`src/rtl/regfile_wb_sequencer.sv`:
```
// Writeback sequencer for the SEQ register file: serialises E/M results
// onto one write port and bypasses pending values to the decode reads.
module regfile_wb_sequencer #(
    parameter int DATA_W = 64,
    parameter int ADDR_W = 4,
    parameter logic [ADDR_W-1:0] RNONE = {ADDR_W{1'b1}}
) (
    input  logic              clk,
    input  logic              rst,
    input  logic              wb_valid,
    output logic              wb_ready,
    input  logic [ADDR_W-1:0] dstE,
    input  logic [DATA_W-1:0] valE,
    input  logic [ADDR_W-1:0] dstM,
    input  logic [DATA_W-1:0] valM,
    output logic              rf_we,
    output logic [ADDR_W-1:0] rf_waddr,
    output logic [DATA_W-1:0] rf_wdata,
    input  logic [ADDR_W-1:0] srcA,
    input  logic [ADDR_W-1:0] srcB,
    input  logic [DATA_W-1:0] rf_rdataA,
    input  logic [DATA_W-1:0] rf_rdataB,
    output logic [DATA_W-1:0] valA,
    output logic [DATA_W-1:0] valB,
    output logic              busy
);

    typedef enum logic [1:0] {IDLE, WR_E, WR_M} state_t;

    state_t            state;
    logic [ADDR_W-1:0] hE_addr;
    logic [DATA_W-1:0] hE_data;
    logic [ADDR_W-1:0] hM_addr;
    logic [DATA_W-1:0] hM_data;

    logic              accept;
    logic [ADDR_W-1:0] capE;
    logic              empty;
    logic              pendE;
    logic              pendM;

    assign wb_ready = (state == IDLE) || (state == WR_M) ||
                      (state == WR_E && hM_addr == RNONE);
    assign accept   = wb_valid && wb_ready;

    // Same destination on both ports: the load result (M) wins.
    assign capE  = (dstE == dstM) ? RNONE : dstE;
    assign empty = (capE == RNONE) && (dstM == RNONE);

    always_ff @(posedge clk or posedge rst) begin
        if (rst) begin
            state   <= IDLE;
            hE_addr <= RNONE;
            hE_data <= '0;
            hM_addr <= RNONE;
            hM_data <= '0;
        end else if (accept) begin
            if (!empty) begin
                hE_addr <= capE;
                hE_data <= valE;
                hM_addr <= dstM;
                hM_data <= valM;
            end
            if (capE != RNONE)
                state <= WR_E;
            else if (dstM != RNONE)
                state <= WR_M;
            else
                state <= IDLE;
        end else begin
            unique case (state)
                WR_E:    state <= (hM_addr != RNONE) ? WR_M : IDLE;
                WR_M:    state <= IDLE;
                default: state <= IDLE;
            endcase
        end
    end

    always_comb begin
        rf_we    = 1'b0;
        rf_waddr = RNONE;
        rf_wdata = '0;
        unique case (state)
            WR_E: begin
                rf_we    = 1'b1;
                rf_waddr = hE_addr;
                rf_wdata = hE_data;
            end
            WR_M: begin
                rf_we    = 1'b1;
                rf_waddr = hM_addr;
                rf_wdata = hM_data;
            end
            default: ;
        endcase
    end

    assign busy  = (state != IDLE);
    assign pendE = (state == WR_E) && (hE_addr != RNONE);
    assign pendM = (state == WR_E || state == WR_M) && (hM_addr != RNONE);

    function automatic logic [DATA_W-1:0] bypass(
        input logic [ADDR_W-1:0] src,
        input logic [DATA_W-1:0] raw
    );
        if (src == RNONE)
            return '0;
        else if (pendM && hM_addr == src)
            return hM_data;
        else if (pendE && hE_addr == src)
            return hE_data;
        else
            return raw;
    endfunction

    assign valA = bypass(srcA, rf_rdataA);
    assign valB = bypass(srcB, rf_rdataB);

endmodule

```
`config.mk`:
```
export PLATFORM = sky130hd
export DESIGN_NAME = regfile_wb_sequencer
export DESIGN_NICKNAME = d
export VERILOG_FILES = /design/src/rtl/regfile_wb_sequencer.sv
export SDC_FILE = /design/constraint.sdc
export NUM_CORES = 1
export LEC_CHECK = 0
export ABC_AREA = 1
export CORE_AREA = 2 2 182 184
export DETAILED_ROUTE_END_ITERATION = 8
export DIE_AREA = 0 0 184 186
export GPL_ROUTABILITY_DRIVEN = 1
export HOLD_SLACK_MARGIN = 0.05
export PLACE_DENSITY_LB_ADDON = 0.2
export SKIP_CTS_REPAIR_TIMING = 1
export SLEW_MARGIN = 20
export SYNTH_ARGS = -nofsm -noshare
export SYNTH_HDL_FRONTEND = slang
export SYNTH_SLANG_ARGS = --single-unit
```
`constraint.sdc`:
```
create_clock -name clk -period 7 [get_ports clk]
set_input_delay 1.4 -clock clk [delete_from_list [all_inputs] [get_ports clk]]
set_output_delay 1.4 -clock clk [all_outputs]
set_load 0.03 [all_outputs]
```
After elaboration in Yosys (flattened, before gate mapping). Index checks and enable logic that the tools add are counted.

Eq/ne operators: 16. Muxes and demuxes: 15. Bitwise gates (word level): 1. Reduce and logical (&&, ||, !) cells: 16.

Operators by type and width (number): two-way mux 64 bit (6); case mux 64 bit (2 select lines) (1); == test 4 bit (5); == test 4 bit, second input constant (5); inequality test 4 bit, second input constant (4); two-way mux 2 bit (5); logical AND 1 bit (9); case mux 4 bit (2 select lines) (1); two-way mux 4 bit (1); logical OR 1 bit (3); == test 2 x 1 -> 1 bit, second input constant (1); == test 2 bit, second input constant (1); logical NOT 2 bit (1); AND reduction 2 bit (1); nonzero test 2 bit (1); OR reduction 2 bit (1); two-way mux 1 bit (1); NOT 1 bit (1).

Flip-flop bits (word level): 138. Input port bits: 275. Output and inout bits: 199.

Longest topological paths before layout. Gate-level depths: netlist of the first run.

Depth after elaboration: 6. Mapped depth: 12. Gate-level depth less buffers: 10.

Worst setup path before layout of the first run. Ideal clock, no wire load.

Kind: input port to output port. Start point: in srcA[3]. End point: out valA[10]. Arrival: 2.442 ns. Required time: 5.600 ns. Slack: 3.158 ns. Stages on the path: 9. Buffers on the path: 2. Cells stage by stage: xnor2_1 nand2_1 nor2_1 buf_2 buf_2 nand3_1 nand3_1 nand2_1 inv_1.

Cells in the longest elaborated chain, start to end: 5.

Ends and longest elaborated chain: from (decl) (RTL line 19) `input logic [ADDR_W-1:0] srcA,`; == test 4 bit (RTL line 110) `else if (pendE && hE_addr == src)`; logical AND 1 bit (RTL line 110); two-way mux 64 bit (RTL line 110); two-way mux 64 bit (RTL line 108) `else if (pendM && hM_addr == src)`; two-way mux 64 bit (*) (RTL line 106) `if (src == RNONE)`; to (decl) (RTL line 23) `output logic [DATA_W-1:0] valA,`.

Mark *: on every way between the ends. The rest lies on a longest branch, timed or not.

Worst setup path after layout of the first run.
Start point: in srcB[3]. End point: out valB[63].

Cells in the longest elaborated chain, start to end: 5.

Ends and longest elaborated chain: from (decl) (RTL line 20) `input logic [ADDR_W-1:0] srcB,`; == test 4 bit (RTL line 110); logical AND 1 bit (RTL line 110); two-way mux 64 bit (RTL line 110); two-way mux 64 bit (RTL line 108); two-way mux 64 bit (*) (RTL line 106); to (decl) (RTL line 24) `output logic [DATA_W-1:0] valB,`.

Marks and branches as above.

==> results list, run 1 <==
* Status: finished, final reports clean
* Total chip power: 5.00 mW
* Combined buffer and inverter count along the critical path: 5
- For this configuration, the core starts out at a cell density of 0.344.
* Worst skew pair latency: 0.43 ns
- Post-synthesis instance total: 1841
- Once layout is done, the placed cells without fillers occupy 16500 um2.
- The pre-antenna-repair detailed-routing pass consisted of 6 iterations.
- Measured along the y axis, the die boundary spans 186 um.
* Worst slew pin tran: 1.08 ns
- The worst register-to-register path has a setup slack of 2.87 ns.
* Total congestion overflow: 0
- IR analysis of the VDD net gives a maximum drop of 222 uV.
- Post-CTS clock slew at the launch and capture registers of the worst setup and hold paths: 0.06 ns
- Vias in the first global route: 14118
- 474 I/O pins were placed.
* Number of stages on the worst hold path: 2
- Synthesis produced a netlist with a net count of 2119.
* RSZ-0062 raised after global routing: false
* Final ANT Viol Nets: 0
- Clock tree from TritonCTS: built
- Residual DRC count: 0
- Antenna violations before repair: 5
- The total count of max-transition violations in the final report came to 0.
* Setup Viol. Count Final: 0
* Post-layout minimum cycle time: 5.70 ns
- Smallest hold slack: 0.518 ns
- Worst-case hold path end point: hE_addr[0]
- Walking the worst path, the cells encountered are clkdlybuf4s50_1 > xor2_1 > nor3_4 > inv_2 > buf_4 > nand3_1 > nand2_1 > inv_1 > clkdlybuf4s50_1.
- Sink count of the clock tree: 138
* Area taken by multi-input logic gates: 6150 um2
* R2R Path Start: state[1]
- Final wirelength: 52900 um
- Detailed placement finished with a half-perimeter wire length of 34400 um.
- Detailed router's first-iteration violation count: 1391
- At the worst endpoint, the arrival time is 4.30 ns.
- The share of the Yosys chip area taken by registers is 0.312.
* Startpoint of the lowest-slack hold path: hE_addr[0]
* Max capacitance violation total: 0
- Of the cells placed in the final design, the portion with a size suffix greater than 1 is 0.0381.
- For this design the static power due to leakage is 8.08 nW.
* Capturing point of the worst reg2reg path: hE_data[31]
- Avg Synthesized Cell Area: 6.02 um2
- Summing over every cut layer, the via total after detailed routing is 14379.
- Number of standard-cell rows in the floorplan: 66
- Delay of the slowest critical-path stage: 0.66 ns
- Most common cell after layout, fill and taps aside: sky130_fd_sc_hd__nand2_1
* Wire length of the first global-routing pass: 80100 um
- Commonest non-fill, non-tap cells in the layout: 555 x sky130_fd_sc_hd__nand2_1, 529 x sky130_fd_sc_hd__nand3_1, 473 x sky130_fd_sc_hd__clkdlybuf4s50_1
- The cell sitting at the root of the clock tree is a sky130_fd_sc_hd__clkbuf_16.
- Number of endpoints with negative hold slack in the final report: 0
- Area of all sequential standard cells: 3460 um2
- Overall track demand over capacity in global routing: 0.303
* Total placed instance area: 15900 um2
- Maximum root-to-sink buffer count: 2
- After detailed routing, the average wire length per cell comes to 20.2 um.
* Port Buf Inserts: 473
- Number of fill cells in the layout: 3265
- The worst setup path is of the input pin to output pin kind.
* Fraction of the cycle the final worst path needs: 0.815
* Final Instance Count excl. Fillers: 2620
- Post-layout net count: 2472
- After detailed routing, the number of vias per cell comes to 5.49.
- Largest net degree at the start of global routing: 96
* Critical path data required time: 5.60 ns
* Crit path max fanout: 38
- In this run the standard cell core region covers 32200 um2.
- Critical path's top delay family: buffers and inverters
* Number of warning messages in the yosys log: 0
* Maximum clock frequency: 0.175 GHz
- Hold crit path type: flip-flop to flip-flop
- The H-tree generated during clock tree synthesis spans 4 levels.
- Worst Clk Skew: 0.0127 ns
- Worst Reg2Reg Path Length in Cells: 10
* Post-synthesis cell type count: 24
- Mapped cell area: 11100 um2
- Crit path launch type: input pin
- Floorplan die width: 184 um
- Counting tap cells, the placed design contains a total of 2583 instances.
- Aggregate negative setup slack: 0 ns
* Area added between synthesis and finish: 48.5%
- At the end of routability-driven placement, the weighted congestion stood at 0.913.
- Areal power density over the cells: 303 nW/um2
- Cell mode on critical path: sky130_fd_sc_hd__clkdlybuf4s50_1
* Synth Register Bits: 138
- Crit. End Element: output pin
* TritonCTS Buffers: 17
- Total die area: 34200 um2
- Slowest stage cell on the critical path: sky130_fd_sc_hd__inv_2
- In this run the tightest slew margin relative to its limit is 0.282.
-- cell usage after synthesis --
master | count | area, um2
sky130_fd_sc_hd__o21ai_2 | 2 | 17.5
sky130_fd_sc_hd__nand2_2 | 1 | 6.26
sky130_fd_sc_hd__buf_1 | 6 | 22.5
sky130_fd_sc_hd__buf_2 | 97 | 485
sky130_fd_sc_hd__inv_1 | 213 | 800
sky130_fd_sc_hd__dfstp_2 | 8 | 210
sky130_fd_sc_hd__o21ai_0 | 3 | 15.0
sky130_fd_sc_hd__buf_6 | 5 | 56.3
sky130_fd_sc_hd__o22ai_1 | 1 | 6.26
sky130_fd_sc_hd__nand2_1 | 559 | 2100
sky130_fd_sc_hd__buf_4 | 5 | 37.5
sky130_fd_sc_hd__nand3_1 | 531 | 2660
sky130_fd_sc_hd__dfrtp_1 | 130 | 3250
sky130_fd_sc_hd__a21boi_2 | 1 | 11.3
sky130_fd_sc_hd__xnor2_1 | 7 | 61.3
sky130_fd_sc_hd__a21oi_1 | 194 | 971
sky130_fd_sc_hd__nor2_1 | 11 | 41.3
sky130_fd_sc_hd__xor2_1 | 5 | 43.8
sky130_fd_sc_hd__a221o_1 | 2 | 20.0
sky130_fd_sc_hd__nand4_1 | 3 | 18.8
sky130_fd_sc_hd__inv_2 | 3 | 11.3
sky130_fd_sc_hd__clkbuf_1 | 48 | 180
sky130_fd_sc_hd__nor3_2 | 3 | 30.0
sky130_fd_sc_hd__ha_1 | 3 | 37.5
-- per-stage QoR --
| step | setup slack, ns | utilization |
|---|---|---|
| 5_1_grt | 1.19 | 0.511 |
| 3_5_place_dp | 1.32 | 0.492 |
| 6_report | 1.30 | 0.511 |
| 2_1_floorplan | 1.92 | - |
| 3_3_place_gp | 1.36 | 0.492 |
| 4_1_cts | 1.33 | 0.511 |
-- layer usage --
| layer | share of wire | up-vias | GRT usage |
|---|---|---|---|
| met3 | 0.089 | 146 | 0.0622 |
| met5 | 0.00030 | - | 0 |
| met4 | 0.043 | 2 | 0.146 |
| li1 | - | 6634 | - |
| met2 | 0.47 | 818 | 0.506 |
| met1 | 0.40 | 6779 | 0.375 |
-- cell type report --
type,instances,area share
timing repair buffer,495,0.298
multi-input combinational,1326,0.374
sequential,138,0.210
clock inverter,14,0.00980
clock buffer,18,0.0267
inverter,216,0.0495
antenna,5,0.000760
tap,408,0.0310
-- worst max path at each step --
stage | startpoint | end | slack [ns] | depth (start not counted)
after CTS | srcB[3] | valB[63] | 1.33 | 9
final | srcB[3] | valB[63] | 1.30 | 9
after global placement | srcB[0] | valB[3] | 1.36 | 12
after detailed placement | srcB[3] | valB[63] | 1.32 | 9
after floorplan | rst | hE_data[0] | 1.92 | 1
after global routing | srcB[0] | valB[5] | 1.19 | 11
-- registers in the layout, summed over array words and instances (netlist names) --
name	flops
hE_data	64
hM_data	64
hE_addr	4
hM_addr	4
state	2
-- cells by family after synthesis --
family,Yosys count,synth area share
AOI/OAI and AO/OA,203,0.0939
xor gates and xnor gates,12,0.00948
adders and majority gates,3,0.00338
buffers and inverters,377,0.144
DFF,138,0.312
and+or+nand+nor,1108,0.437
-- power by group --
| part | internal [mW] | switching, mW | total, mW | leakage [nW] |
|---|---|---|---|---|
| clock | 0.543 | 0.396 | 0.938 | 0.279 |
| sequential | 1.10 | 0.343 | 1.44 | 1.74 |
| combinational | 0.907 | 1.71 | 2.62 | 6.05 |
-- worst min-delay path: stages (launching register included) --
cell                      delay, ns
sky130_fd_sc_hd__dfstp_2       0.39
sky130_fd_sc_hd__nand3_1       0.08
sky130_fd_sc_hd__nand2_1       0.05
(Power assumes the default switching activity.)
==> inputs of run 2 (changes only) <==
==> constraint.sdc (replaced) <==
create_clock -name clk -period 5.25 [get_ports clk]
set_input_delay 1.05 -clock clk [delete_from_list [all_inputs] [get_ports clk]]
set_output_delay 1.05 -clock clk [all_outputs]
set_load 0.03 [all_outputs]
==> run 2 against run 1 <==
  * Non-clock buffer count rose by 14
  * Critical path type unchanged
  * Setup slack got worse by 0.78 ns
  * Core utilization rose by 0.19 points
  * Clock-buffer cell count fell by 1
  * Global-route usage fell by 0.46 points
  * First-iteration DRC count fell by 17%
  * Cell count rose by 0.57%
  * Die area did not move
  * Register-to-register slack got worse by 1.3 ns
  * Critical endpoint is now valB[55]
==> results list, run 2 (synthesis results as in run 1) <==
* Vias in the first global route: 13673 (-3.2%)
* Aggregate negative setup slack: 0 ns (unchanged)
- The detailed-route wire length was 52300 um (-0.98%).
- Crit path launch type: input pin
- TritonCTS built the clock tree.
- Dpl hpwl: 35600 um (+3.4%)
- The count of cells along the worst hold path is 2 (unchanged).
- Maximum clock frequency: 0.211 GHz
- Dividing the final minimum period by the clock period gives 0.901.
* Detailed router's first-iteration violation count: 1160 (-17%)
- Max-slew headroom: 0.354 (+0.0725)
- Worst-case register-to-register setup slack: 1.54 ns (-1.33 ns)
- Arrival time at the worst endpoint: 3.68 ns (-0.62 ns)
* Maximum root-to-sink buffer count: 2 (unchanged)
* Final Instance Count excl. Fillers: 2635 (+0.57%)
- Die Span Y: 186 um (unchanged)
* Worst slew pin tran: 0.969 ns (-0.109 ns)
* Largest net degree at the start of global routing: 81 (-16%)
- Area added between synthesis and finish: 49.0%
- Share of cells above drive strength 1: 0.0572 (+0.0191)
- Critical path data required time: 4.20 ns (-1.40 ns)
- The number of buffers inserted during clock tree synthesis came to 17 (unchanged).
- The cell area power density came to 403 nW/um2 (+33%).
- The average via count per standard cell is 5.40 (-1.6%).
- Post-CTS clock slew at the launch and capture registers of the worst setup and hold paths: 0.06 ns (about the same)
* Post-layout minimum cycle time: 4.73 ns
* Status: finished, final reports clean
- Mean routed wirelength per cell: 19.9 um (-1.5%)
* R2R Path Start: state[1]
* Sink count of the clock tree: 138 (unchanged)
- Capturing point of the worst reg2reg path: hM_data[25]
- The max-cap violation count was 0 (unchanged).
- The DRC violations left came to 0 (unchanged).
- Number of standard-cell rows in the floorplan: 66 (unchanged)
- Antenna violations before repair: 5 (unchanged)
- The number of nets in the layout is 2486 (+0.57%).
- Setup Viol. Count Final: 0 (unchanged)
- The post-placement cell count was 2597 (+0.54%).
* Final ANT Viol Nets: 0 (unchanged)
- Worst Reg2Reg Path Length in Cells: 10 (unchanged)
- Crit. End Element: output pin
- Total congestion overflow: 0 (unchanged)
- Effective utilization at floorplan: 0.344 (unchanged)
* Crit path max fanout: 64 (+68%)
- The library cells used most frequently in the layout, excluding fill and tap cells, are 555 x sky130_fd_sc_hd__nand2_1, 529 x sky130_fd_sc_hd__nand3_1, 444 x sky130_fd_sc_hd__clkdlybuf4s50_1.
* Hold crit path type: flip-flop to flip-flop
* Core outline area: 32200 um2 (unchanged)
- Setup repair after global routing left no endpoint under its margin.
* DR vias: 14228 (-1.1%)
* Total die area: 34200 um2 (unchanged)
- Floorplan die width: 184 um (unchanged)
- Routability cong.: 0.920 (+0.79%)
- The global-route wire length before repair is 78900 um (-1.4%).
- The clock latency on the worst-skew pair was 0.43 ns (about the same).
- The count of input and output buffers is 473 (unchanged).
- Overall track demand over capacity in global routing: 0.299 (-0.00458)
- The maximum VDD drop is 284 uV (+28%).
* Detailed Routing Iterations Pass 1: 8 (+2)
* Maximum level of the CTS H-tree: 4 (unchanged)
* Number of ports placed on the die boundary: 474 (unchanged)
- The total count of max-transition violations in the final report came to 0 (unchanged).
- For hold timing, the worst endpoint is hE_addr[0].
- Worst Clk Skew: 0.0134 ns (+0.000735 ns)
- Number of endpoints with negative hold slack in the final report: 0 (unchanged)
- Startpoint-to-endpoint class of the critical path: input pin to output pin
- The largest registers in the layout are hE_data: 64 flops, hM_data: 64 flops.
* Startpoint of the lowest-slack hold path: hE_addr[0]
- Most common cell after layout, fill and taps aside: sky130_fd_sc_hd__nand2_1
* Static leakage: 8.20 nW (+1.6%)
- Clock tree root buffer cell: sky130_fd_sc_hd__clkbuf_16
==> run 2: area by class of cell <==
cell class                 instances  area [um2]
clock inverter                    15         165
sequential                       138        3460
multi-input combinational       1326        6150
tap                              408         510
clock buffer                      17         425
timing repair buffer             509        4980
fill                            3266       15700
inverter                         216         816
antenna                            6        15.0
==> run 2: worst max-delay path by stage <==
stage | start | slack, ns | to
3_3_place_gp | srcA[0] | 0.57 | valA[63]
4_1_cts | srcB[0] | 0.56 | valB[21]
5_1_grt | srcB[1] | 0.38 | valB[55]
2_1_floorplan | rst | 0.52 | hE_data[0]
6_report | srcB[0] | 0.52 | valB[55]
3_5_place_dp | srcB[0] | 0.58 | valB[21]
==> run 2: metal layers <==
metal | GRT usage | wire length [um]
met5 | 0 | 0
met4 | 0.157 | 2430
met3 | 0.0560 | 4320
met2 | 0.503 | 25000
met1 | 0.364 | 20600
==> run 2: worst max-delay path, stage by stage <==
cell and delay, ns:
sky130_fd_sc_hd__clkdlybuf4s50_1 0.53, sky130_fd_sc_hd__xnor2_1 0.13, sky130_fd_sc_hd__nand2_1 0.11, sky130_fd_sc_hd__nor3_4 0.19
sky130_fd_sc_hd__buf_4 0.73, sky130_fd_sc_hd__a21oi_1 0.17, sky130_fd_sc_hd__nand2_1 0.12, sky130_fd_sc_hd__inv_1 0.04
sky130_fd_sc_hd__clkdlybuf4s50_1 0.58
==> run 2: through the flow <==
step | worst slack [ns] | power [mW] | util | hold slack [ns] | instance area (um2)
after floorplan | 0.517 | 3.93 | - | 0.475 | 11100
after global placement | 0.567 | 5.37 | 0.495 | 0.497 | 15900
after detailed placement | 0.576 | 5.39 | 0.495 | 0.505 | 15900
after CTS | 0.563 | 6.66 | 0.513 | 0.515 | 16500
after global routing | 0.378 | 7.06 | 0.513 | 0.537 | 16500
final | 0.519 | 6.65 | 0.513 | 0.520 | 16500
==> run 2: power by group <==
group / internal [mW] / switching [mW]
Combinational: 1.22 / 2.29
Sequential: 1.46 / 0.445
Clock: 0.681 / 0.558
